**src/rtl/pl_muldiv_unit_if.sv**
```systemverilog
//==============================================================================
// Module      : pl_muldiv_unit_if
// Description : EX-stage <-> multiply/divide unit connection: issue, HI/LO
//               move-to/move-from strobes, and HI/LO/status returns.
// Revision    : 1.0 - initial release
//==============================================================================
`default_nettype none

interface pl_muldiv_unit_if #(
  parameter int WIDTH = 32
);
  logic             start;
  logic [1:0]       op;
  logic [WIDTH-1:0] rs_val;
  logic [WIDTH-1:0] rt_val;
  logic             hilo_rd;
  logic             hi_we;
  logic             lo_we;
  logic [WIDTH-1:0] wr_data;
  logic [WIDTH-1:0] hi;
  logic [WIDTH-1:0] lo;
  logic             busy;
  logic             stall;
  logic             done;
  logic             div_by_zero;

  // pipeline side: issues operations and MT writes, observes HI/LO and status
  modport master (
    output start, op, rs_val, rt_val, hilo_rd, hi_we, lo_we, wr_data,
    input  hi, lo, busy, stall, done, div_by_zero
  );

  // unit side
  modport slave (
    input  start, op, rs_val, rt_val, hilo_rd, hi_we, lo_we, wr_data,
    output hi, lo, busy, stall, done, div_by_zero
  );
endinterface

`default_nettype wire

```
**src/rtl/pl_muldiv_unit.sv**
```systemverilog
//==============================================================================
// Module      : pl_muldiv_unit
// Description : Iterative MULT/MULTU/DIV/DIVU unit with architectural HI/LO.
//               One bit per cycle on magnitudes, sign fix-up at the end.
//               Start to result is WIDTH+3 cycles; divide-by-zero finishes
//               after two cycles with HI/LO untouched.
// Revision    : 1.0 - initial release
//==============================================================================
`default_nettype none

module pl_muldiv_unit #(
  parameter int WIDTH = 32
) (
  input wire              clk,
  input wire              rst_n,
  pl_muldiv_unit_if.slave bus
);

  localparam int             CW         = (WIDTH > 1) ? $clog2(WIDTH) : 1;
  localparam logic [CW-1:0]  LAST_COUNT = CW'(WIDTH - 1);

  localparam logic [1:0] IDLE = 2'd0;
  localparam logic [1:0] PREP = 2'd1;
  localparam logic [1:0] RUN  = 2'd2;
  localparam logic [1:0] FIX  = 2'd3;

  logic [1:0]         state;
  logic [1:0]         state_nxt;
  logic               is_div;
  logic               is_signed;
  logic [WIDTH-1:0]   opa;       // rs as issued
  logic [WIDTH-1:0]   opb;       // rt as issued; multiplicand/divisor magnitude after PREP
  logic [2*WIDTH-1:0] acc;       // mul: {partial product, multiplier}; div: {remainder, dividend/quotient}
  logic               neg_q;     // negate product / quotient
  logic               neg_r;     // negate remainder
  logic [CW-1:0]      count;

  logic               div_zero;
  logic [WIDTH-1:0]   mag_a;
  logic [WIDTH-1:0]   mag_b;
  logic [WIDTH:0]     mul_sum;
  logic [WIDTH:0]     div_shift;
  logic [WIDTH+1:0]   div_diff;
  logic               div_ok;
  logic [WIDTH-1:0]   div_rem;
  logic [2*WIDTH-1:0] prod_fix;
  logic [WIDTH-1:0]   quo_fix;
  logic [WIDTH-1:0]   rem_fix;

  assign div_zero  = is_div && (opb == '0);
  // 0x80..0 negates to itself, which is the correct unsigned magnitude
  assign mag_a     = (is_signed && opa[WIDTH-1]) ? -opa : opa;
  assign mag_b     = (is_signed && opb[WIDTH-1]) ? -opb : opb;

  // shift-add: add multiplicand into the upper half when the next multiplier bit is set
  assign mul_sum   = {1'b0, acc[2*WIDTH-1:WIDTH]} + (acc[0] ? {1'b0, opb} : '0);

  // restoring division: bring in the next dividend bit and trial-subtract the divisor
  assign div_shift = {acc[2*WIDTH-1:WIDTH], acc[WIDTH-1]};
  assign div_diff  = {1'b0, div_shift} - {2'b00, opb};
  assign div_ok    = ~div_diff[WIDTH+1];
  assign div_rem   = div_ok ? div_diff[WIDTH-1:0] : div_shift[WIDTH-1:0];

  assign prod_fix  = neg_q ? -acc : acc;
  assign quo_fix   = neg_q ? -acc[WIDTH-1:0] : acc[WIDTH-1:0];
  assign rem_fix   = neg_r ? -acc[2*WIDTH-1:WIDTH] : acc[2*WIDTH-1:WIDTH];

  // state register
  always_ff @(posedge clk or negedge rst_n) begin
    if (!rst_n) state <= IDLE;
    else        state <= state_nxt;
  end

  // next-state logic
  always_comb begin
    state_nxt = state;
    case (state)
      IDLE:    if (bus.start) state_nxt = PREP;
      PREP:    state_nxt = div_zero ? IDLE : RUN;
      RUN:     if (count == LAST_COUNT) state_nxt = FIX;
      default: state_nxt = IDLE;
    endcase
  end

  // status outputs decoded from state
  always_comb begin
    bus.busy  = (state != IDLE);
    bus.stall = (state != IDLE) && (bus.start || bus.hilo_rd);
  end

  // datapath, HI/LO and completion pulses
  always_ff @(posedge clk or negedge rst_n) begin
    if (!rst_n) begin
      bus.hi          <= '0;
      bus.lo          <= '0;
      bus.done        <= 1'b0;
      bus.div_by_zero <= 1'b0;
      is_div          <= 1'b0;
      is_signed       <= 1'b0;
      opa             <= '0;
      opb             <= '0;
      acc             <= '0;
      neg_q           <= 1'b0;
      neg_r           <= 1'b0;
      count           <= '0;
    end else begin
      bus.done        <= 1'b0;
      bus.div_by_zero <= 1'b0;
      case (state)
        IDLE: begin
          // MT writes land here; a start in the same cycle later overwrites them
          if (bus.hi_we) bus.hi <= bus.wr_data;
          if (bus.lo_we) bus.lo <= bus.wr_data;
          if (bus.start) begin
            is_div    <= bus.op[1];
            is_signed <= ~bus.op[0];
            opa       <= bus.rs_val;
            opb       <= bus.rt_val;
          end
        end
        PREP: begin
          neg_q <= is_signed && (opa[WIDTH-1] ^ opb[WIDTH-1]);
          neg_r <= is_signed && opa[WIDTH-1];
          count <= '0;
          if (is_div) begin
            acc <= {{WIDTH{1'b0}}, mag_a};
            opb <= mag_b;
          end else begin
            acc <= {{WIDTH{1'b0}}, mag_b};
            opb <= mag_a;
          end
          if (div_zero) begin
            bus.done        <= 1'b1;
            bus.div_by_zero <= 1'b1;
          end
        end
        RUN: begin
          count <= count + CW'(1);
          acc   <= is_div ? {div_rem, acc[WIDTH-2:0], div_ok}
                          : {mul_sum, acc[WIDTH-1:1]};
        end
        default: begin
          bus.done <= 1'b1;
          if (is_div) begin
            bus.hi <= rem_fix;
            bus.lo <= quo_fix;
          end else begin
            bus.hi <= prod_fix[2*WIDTH-1:WIDTH];
            bus.lo <= prod_fix[WIDTH-1:0];
          end
        end
      endcase
    end
  end

endmodule

`default_nettype wire
```
**src/flat_wrapper.sv**
```systemverilog
// flat-port wrapper written by rule: the top's interface ports become plain ports
module pl_muldiv_unit_flat 
#(
  parameter int WIDTH = 32
)
  (clk, rst_n, bus_start, bus_op, bus_rs_val, bus_rt_val, bus_hilo_rd, bus_hi_we, bus_lo_we, bus_wr_data, bus_hi, bus_lo, bus_busy, bus_stall, bus_done, bus_div_by_zero);
  pl_muldiv_unit_if #(.WIDTH(WIDTH)) bus_i ();
  input wire clk;
  input wire rst_n;
  input wire logic [$bits(bus_i.start)-1:0] bus_start;
  input wire logic [$bits(bus_i.op)-1:0] bus_op;
  input wire logic [$bits(bus_i.rs_val)-1:0] bus_rs_val;
  input wire logic [$bits(bus_i.rt_val)-1:0] bus_rt_val;
  input wire logic [$bits(bus_i.hilo_rd)-1:0] bus_hilo_rd;
  input wire logic [$bits(bus_i.hi_we)-1:0] bus_hi_we;
  input wire logic [$bits(bus_i.lo_we)-1:0] bus_lo_we;
  input wire logic [$bits(bus_i.wr_data)-1:0] bus_wr_data;
  output wire logic [$bits(bus_i.hi)-1:0] bus_hi;
  output wire logic [$bits(bus_i.lo)-1:0] bus_lo;
  output wire logic [$bits(bus_i.busy)-1:0] bus_busy;
  output wire logic [$bits(bus_i.stall)-1:0] bus_stall;
  output wire logic [$bits(bus_i.done)-1:0] bus_done;
  output wire logic [$bits(bus_i.div_by_zero)-1:0] bus_div_by_zero;
  assign bus_i.start = bus_start;
  assign bus_i.op = bus_op;
  assign bus_i.rs_val = bus_rs_val;
  assign bus_i.rt_val = bus_rt_val;
  assign bus_i.hilo_rd = bus_hilo_rd;
  assign bus_i.hi_we = bus_hi_we;
  assign bus_i.lo_we = bus_lo_we;
  assign bus_i.wr_data = bus_wr_data;
  assign bus_hi = bus_i.hi;
  assign bus_lo = bus_i.lo;
  assign bus_busy = bus_i.busy;
  assign bus_stall = bus_i.stall;
  assign bus_done = bus_i.done;
  assign bus_div_by_zero = bus_i.div_by_zero;
  pl_muldiv_unit #(.WIDTH(WIDTH)) u_core (.clk(clk), .rst_n(rst_n), .bus(bus_i));
endmodule
```
**config.mk**
```make
export PLATFORM = sky130hd
export DESIGN_NAME = pl_muldiv_unit_flat
export DESIGN_NICKNAME = d
export VERILOG_FILES = /design/src/rtl/pl_muldiv_unit_if.sv /design/src/rtl/pl_muldiv_unit.sv /design/src/flat_wrapper.sv
export SDC_FILE = /design/constraint.sdc
export NUM_CORES = 1
export LEC_CHECK = 0
export ABC_AREA = 1
export BUFFER_PORTS_ARGS = -buffer_cell sky130_fd_sc_hd__buf_2
export CAP_MARGIN = 25
export CELL_PAD_IN_SITES_DETAIL_PLACEMENT = 0
export CELL_PAD_IN_SITES_GLOBAL_PLACEMENT = 1
export CORE_MARGIN = 8
export CORE_UTILIZATION = 47
export CTS_BUF_LIST = sky130_fd_sc_hd__clkbuf_8
export DETAILED_ROUTE_END_ITERATION = 8
export HOLD_SLACK_MARGIN = 0.1
export PLACE_DENSITY = 0.93
export SYNTH_ARGS = -nofsm -noshare
export SYNTH_HDL_FRONTEND = slang
export SYNTH_SLANG_ARGS = --single-unit
```
**constraint.sdc**
```tcl
create_clock -name clk -period 6.1 [get_ports clk]
set_clock_uncertainty 0.05 [all_clocks]
set_input_delay 1.22 -clock clk [delete_from_list [all_inputs] [get_ports clk]]
set_output_delay 1.22 -clock clk [all_outputs]
set_load 0.005 [all_outputs]
```
==> results_dict.tcl, run 1 <==
set metrics [dict create \
    fin_hold_ws_ps 429 \
    crit_path_start "u_core.state[0]" \
    syn_area_sq_um 19900 \
    rsz0062_at_grt "false" \
    fin_setup_tns_ps 0 \
    worstSetupPathType "flop to primary output" \
    area_delta_synth_final_pct 10.5 \
    clkSinkCount 205 \
    layout_commonest_cell "nand2_1" \
    most-common-layout-cells "979 x nand2_1, 465 x inv_1, 408 x nor2_1" \
    clk_latency_ps 620 \
    cap_violations 0 \
    post_route_cells_drive_above_1_share_pct 9.13 \
    synthCells 3384 \
    ys_types 53 \
    ys_async_sr_fraction_pct 100 \
    postCtsHoldBufs 0 \
    combPwrFrac_pct 68.7 \
    cpPeakStageDelay_ps 520 \
    start_util_pct 47.4 \
    grt_max_degree 115 \
    internal_power_mw 5.93 \
    cts_buffers 41 \
    core_region_area_sq_um 41900 \
    switching_share_pct 59.3 \
    cts_tree "yes" \
    pre_cts_ws_ps 2550 \
    fp.dieW_um 222 \
    arrival_ps 2380 \
    hold_start "u_core.bus.lo[12]" \
    ys_seq_elements 205 \
    hp-class "flop to flop" \
    wl_per_cell_um 21.1 \
    grt_pass1_vias 21862 \
    nNetsFinal 3675 \
    outcome "finished clean" \
    ff2ff_setup_slack_ps 2570 \
    post-cts-setup-buffer-count 0 \
    grt_use_total_pct 33.5 \
    path_buf_inv 4 \
    share_seq_of_total_power_pct 20.6 \
    fill_cells 4477 \
    critPathRequiredTime_ps 4830 \
    grt-ovfl-total 0 \
    clk_path_buf_depth 3 \
    finalPower_mw 14.5 \
    ys.flop_type "dfrtp_1" \
    drc 0 \
    routed_wl_mm 85.9 \
    synthTopCellsByArea "dfrtp_1 26%, nand2_1 19%, nand3_1 9.4%, inv_1 8.6%, nor2_1 7.7%" \
    switchingPower_mw 8.62 \
    cts-root-buf "clkbuf_8" \
    synth_edf_count 0 \
    synth_area_per_cell_sq_um 5.87 \
    cp_max_fo 41 \
    syn_nets 3564 \
    synth_top_cell_by_area "dfrtp_1" \
    gp_congestion 1.04 \
    yosysSeqAreaShare_pct 25.8 \
    crit_path_end_kind "primary output" \
    htreeDepth 2 \
    fp.dieH_um 222 \
    drv_slew 0 \
    finalHoldViolations 0 \
    ctsResizeCount 0 \
    cp_top_family "buffers and inverters" \
    ys.warnings.count 0 \
    cts.clk_slew.worst_paths_ps 60 \
    drt-initial-drc-count 2749 \
    io_pins 172 \
    power_frac_clock_pct 10.7 \
    fmax_mhz 274 \
    worstSetupStartpointType "flop" \
    path_cells "inv_1, ha_2, inv_2, buf_4, buf_2" \
    cpMaxStageDelayCell "buf_4" \
    r2r_start "u_core.state[0]" \
    powerDensity_nw_per_um2 663 \
    layout_setup_ws_ps 2450 \
    finalCriticalPeriod_ps 3650 \
    port_buffers 171 \
    period_share_pct 59.9 \
    leakagePower_nw 11.7 \
    placementRows 75 \
    drtPass1Iterations 6 \
    max-slew-margin-rel_pct 31.2 \
    ant_nets 0 \
    antenna_found_initial 2 \
    max-vdd-ir-drop_uv 431 \
    dieArea_sq_um 49100 \
    route.vias.total 23409 \
    dp_hpwl_mm 68.2 \
    setup_viol 0 \
    via_per_inst 5.76 \
    synth_top_area_share_pct 25.8 \
    grt_first_pass_wirelength_mm 129 \
    worst_pin_slew_ps 1030 \
]
[tightest hold or removal path, stage by stage, from the launching register on]
cell and delay (ps):
dfrtp_1 340, nand2_1 60, nand2_1 50
[through the flow]
stage          util, %  cell area, sq um  std cells
2_1_floorplan        -             19900       3384
3_3_place_gp      50.2             21000       3990
3_5_place_dp      50.2             21000       3990
4_1_cts           52.4             21900       4064
5_1_grt           52.4             21900       4065
6_report          52.4             21900       4066
[logic make-up (layout without fill, tap and decap cells)]
family / Yosys count / in the layout / synth area share [%]
AO/OA/AOI/OAI: 555 / 555 / 14.9
XOR/XNOR: 52 / 52 / 2.29
adder cells (fa/ha/maj): 76 / 76 / 4.87
buffers and inverters: 591 / 733 / 11.6
flip-flops: 205 / 205 / 25.8
multiplexers: 4 / 4 / 0.227
other: 0 / 1 / 0
AND/OR/NAND/NOR: 1901 / 1901 / 40.3
[state kept, by name, summed over array words and instances (netlist names), 2 cells and up]
name	count
u_core.state	2
u_core.bus.lo	32
u_core.acc	64
u_core.count	5
u_core.bus.hi	32
u_core.opb	32
u_core.opa	32
[metal layers]
metal | up-vias | share of wire (%) | track usage (%)
met2 | 1202 | 45 | 53.1
met1 | 10844 | 41 | 43.6
met4 | 2 | 5.4 | 16.5
li1 | 11132 | - | -
met5 | - | 0.015 | 0
met3 | 229 | 8.5 | 6.24
[worst paths after layout]
kind,end,cells past startpoint
min reg2reg,u_core.bus.lo[12],2
max,bus_busy,5
min,u_core.bus.lo[12],2
min in group asynchronous,u_core.bus.hi[23],1
max reg2reg,u_core.opb[17],12
max in group asynchronous,u_core.is_div,2
[synthesized netlist by cell type, drive strengths merged (22+ instances only)]
library cell / instances
dfrtp: 205
nor3: 26
nor2: 424
clkbuf: 82
xor2: 37
buf: 40
a21oi: 304
o21ai: 175
inv: 465
ha: 74
a31oi: 22
nand2: 993
nand3: 376
nand4: 54
[power groups by stage]
stage | clock network [mW] | registers, mW | logic, mW
detailed placement | 0 | 2.98 | 9.73
finish | 1.56 | 3.00 | 9.99
floorplan | 0 | 2.58 | 6.84
global route | 1.63 | 3.06 | 11.0
CTS | 1.58 | 2.96 | 9.78
global placement | 0 | 2.96 | 9.66
[layout make-up]
| cell class | instances | area [sq um] | share of cell area [%] |
|---|---|---|---|
| multi-input cells | 2588 | 12400 | 56.7 |
| flip-flops and latches | 205 | 5130 | 23.4 |
| clock inverters | 20 | 150 | 0.685 |
| clock buffers | 54 | 743 | 3.39 |
| inverters | 469 | 1760 | 8.03 |
| well taps | 539 | 674 | 3.08 |
| diodes | 1 | 2.50 | 0.0114 |
| repair buffers | 190 | 1030 | 4.68 |
No activity file was read; power rests on OpenSTA's default activity.
==> inputs of run 2 (changes only) <==
Settings changed: CORE_UTILIZATION 47 to 44, PLACE_DENSITY 0.93 to 0.88.
Clock period 6.1 ns to 3.7 ns, I/O delays scaled along.
==> run 2 against run 1 <==
  * Non-clock buffer count grew 23
  * Critical path type is now flop to flop
  * Clock power rose by 52%
  * Sequential share of layout area fell by 0.14 points
  * Register-to-register slack got worse by 2000 ps
  * Die area up 6.3%
  * First-iteration DRC count fell by 8.5%
  * Cell count grew 1.8%
  * Global-route usage down 3.0 points
  * Routed wire length down 3.6%
  * Sequential power is 63% higher
==> results_dict.tcl, run 2 (same netlist as run 1, synthesis figures left out) <==
set metrics [dict create \
    arrival_ps 3560 \
    fill_cells 4963 \
    r2r_cells 16 \
    route.vias.total 23143 \
    outcome "finished clean" \
    worstSetupStartpointType "flop" \
    cts_buffers 40 \
    switchingPower_mw 13.9 \
    clkSinkCount 205 \
    placementRows 78 \
    switching_share_pct 58.9 \
    powerDensity_nw_per_um2 1070 \
    most-common-layout-cells "979 x nand2_1, 464 x inv_1, 408 x nor2_1" \
    start_util_pct 44.1 \
    fmax_mhz 321 \
    fp.dieW_um 228 \
    htreeDepth 2 \
    cts-root-buf "clkbuf_8" \
    leakagePower_nw 11.8 \
    cp_max_fo 27 \
    max-slew-margin-rel_pct 35.2 \
    combPwrFrac_pct 69.3 \
    grt_pass1_vias 21411 \
    drt-initial-drc-count 2514 \
    dp_hpwl_mm 66.3 \
    finalHoldViolations 0 \
    largest_reg_flops 64 \
    clk_latency_ps 620 \
    routed_wl_mm 82.8 \
    power_frac_clock_pct 10.0 \
    ant_nets 0 \
    crit_path_end_kind "flop" \
    layout_setup_ws_ps 583 \
    core_region_area_sq_um 45000 \
    port_buffers 171 \
    nNetsFinal 3697 \
    dieArea_sq_um 52200 \
    pre_cts_ws_ps 666 \
    area_delta_synth_final_pct 11.2 \
    share_seq_of_total_power_pct 20.6 \
    grt_use_total_pct 30.5 \
    grt_max_degree 82 \
    cts_tree "yes" \
    worst_hold_path.num_cells 2 \
    fin_setup_tns_ps 0 \
    via_per_inst 5.59 \
    period_share_pct 84.3 \
    finalCriticalPeriod_ps 3120 \
    drv_slew 0 \
    fp.dieH_um 228 \
    route.met3.wl_mm 7.46 \
    worst_pin_slew_ps 971 \
    cts.clk_slew.worst_paths_ps 60 \
    regMostFlops "u_core.acc" \
    grt-ovfl-total 0 \
    max-vdd-ir-drop_uv 714 \
    setup_viol 0 \
    antenna_found_initial 1 \
    wl_per_cell_um 20.0 \
    layout_commonest_cell "nand2_1" \
    multi_input_area_sq_um 12400 \
    critPathRequiredTime_ps 4140 \
    worstSetupPathType "flop to flop" \
    post_route_cells_drive_above_1_share_pct 9.47 \
    highest_layer "met5" \
    clk_path_buf_depth 3 \
    drtPass1Iterations 7 \
    grt_first_pass_wirelength_mm 126 \
    post-cts-setup-buffer-count 0 \
    wl_met1_mm 34.5 \
    internal_power_mw 9.71 \
    rsz0062_at_grt "false" \
    io_pins 172 \
    final-instance-count-excl-fill 4140 \
    cap_violations 0 \
    dp_cells 4074 \
    drc 0 \
    hp-class "input port to flop" \
    gp_congestion 1.03 \
    wl_met2_mm 36.7 \
    seqCellArea_sq_um 5130 \
]
==> run 2: metal layers <==
layer | up-vias | GRT usage (%)
met3 | 222 | 5.99
met5 | - | 0
met4 | 2 | 13.8
met2 | 1094 | 48.0
met1 | 10646 | 40.1
li1 | 11179 | -
==> run 2: critical path, cell delays in order, from the launching register on <==
cell and delay (ps):
dfrtp_1 390, buf_4 340, nand2_1 190, inv_1 90, ha_1 290, nand2_1 140
inv_1 50, a21oi_1 280, nor2_1 110, o21ai_0 380, nand3_1 210, nand2_1 100
inv_1 40, o21ai_0 180, inv_1 60, nand2_1 60, nand2_1 40
==> run 2: repair_timing <==
action                                 CTS  global route
hold buffers                             1             0
endpoints found under the hold margin   57             0
gates resized for setup                  0             0
==> run 2: worst paths after layout <==
kind | to | from | slack, ps
worst max-delay path | u_core.acc[63] | u_core.acc[0] | 580
worst min-delay path | u_core.is_signed | bus_op[0] | 260
worst max register to register | u_core.acc[63] | u_core.acc[0] | 580
worst min register to register | u_core.bus.lo[12] | u_core.bus.lo[12] | 440
max in group asynchronous | u_core.bus.hi[24] | rst_n | 1930
min in group asynchronous | u_core.bus.lo[6] | rst_n | 630
==> run 2: cell type report <==
type	instances	area share, %
clock inverter	16	0.561
antenna	1	0.0113
inverter	469	7.98
tap	600	3.40
timing repair buffer	213	5.42
clock buffer	48	2.99
sequential	205	23.3
multi-input combinational	2588	56.4
==> run 2: per-stage QoR <==
step | cell area, sq um | total power [mW] | hold WS, ps | util [%]
2_1_floorplan | 19900 | 15.5 | 394 | -
3_3_place_gp | 21300 | 20.9 | 413 | 47.3
3_5_place_dp | 21300 | 20.9 | 416 | 47.3
4_1_cts | 22100 | 23.4 | 235 | 49.0
5_1_grt | 22100 | 25.6 | 264 | 49.0
6_report | 22100 | 23.7 | 257 | 49.0
==> run 2: power by group through the flow <==
| stage | logic (mW) | registers (mW) | clock network [mW] |
|---|---|---|---|
| after floorplan | 11.3 | 4.26 | 0 |
| after global placement | 16.0 | 4.84 | 0 |
| after detailed placement | 16.1 | 4.86 | 0 |
| after CTS | 16.1 | 4.82 | 2.40 |
| after global routing | 18.2 | 4.97 | 2.49 |
| final | 16.4 | 4.88 | 2.37 |
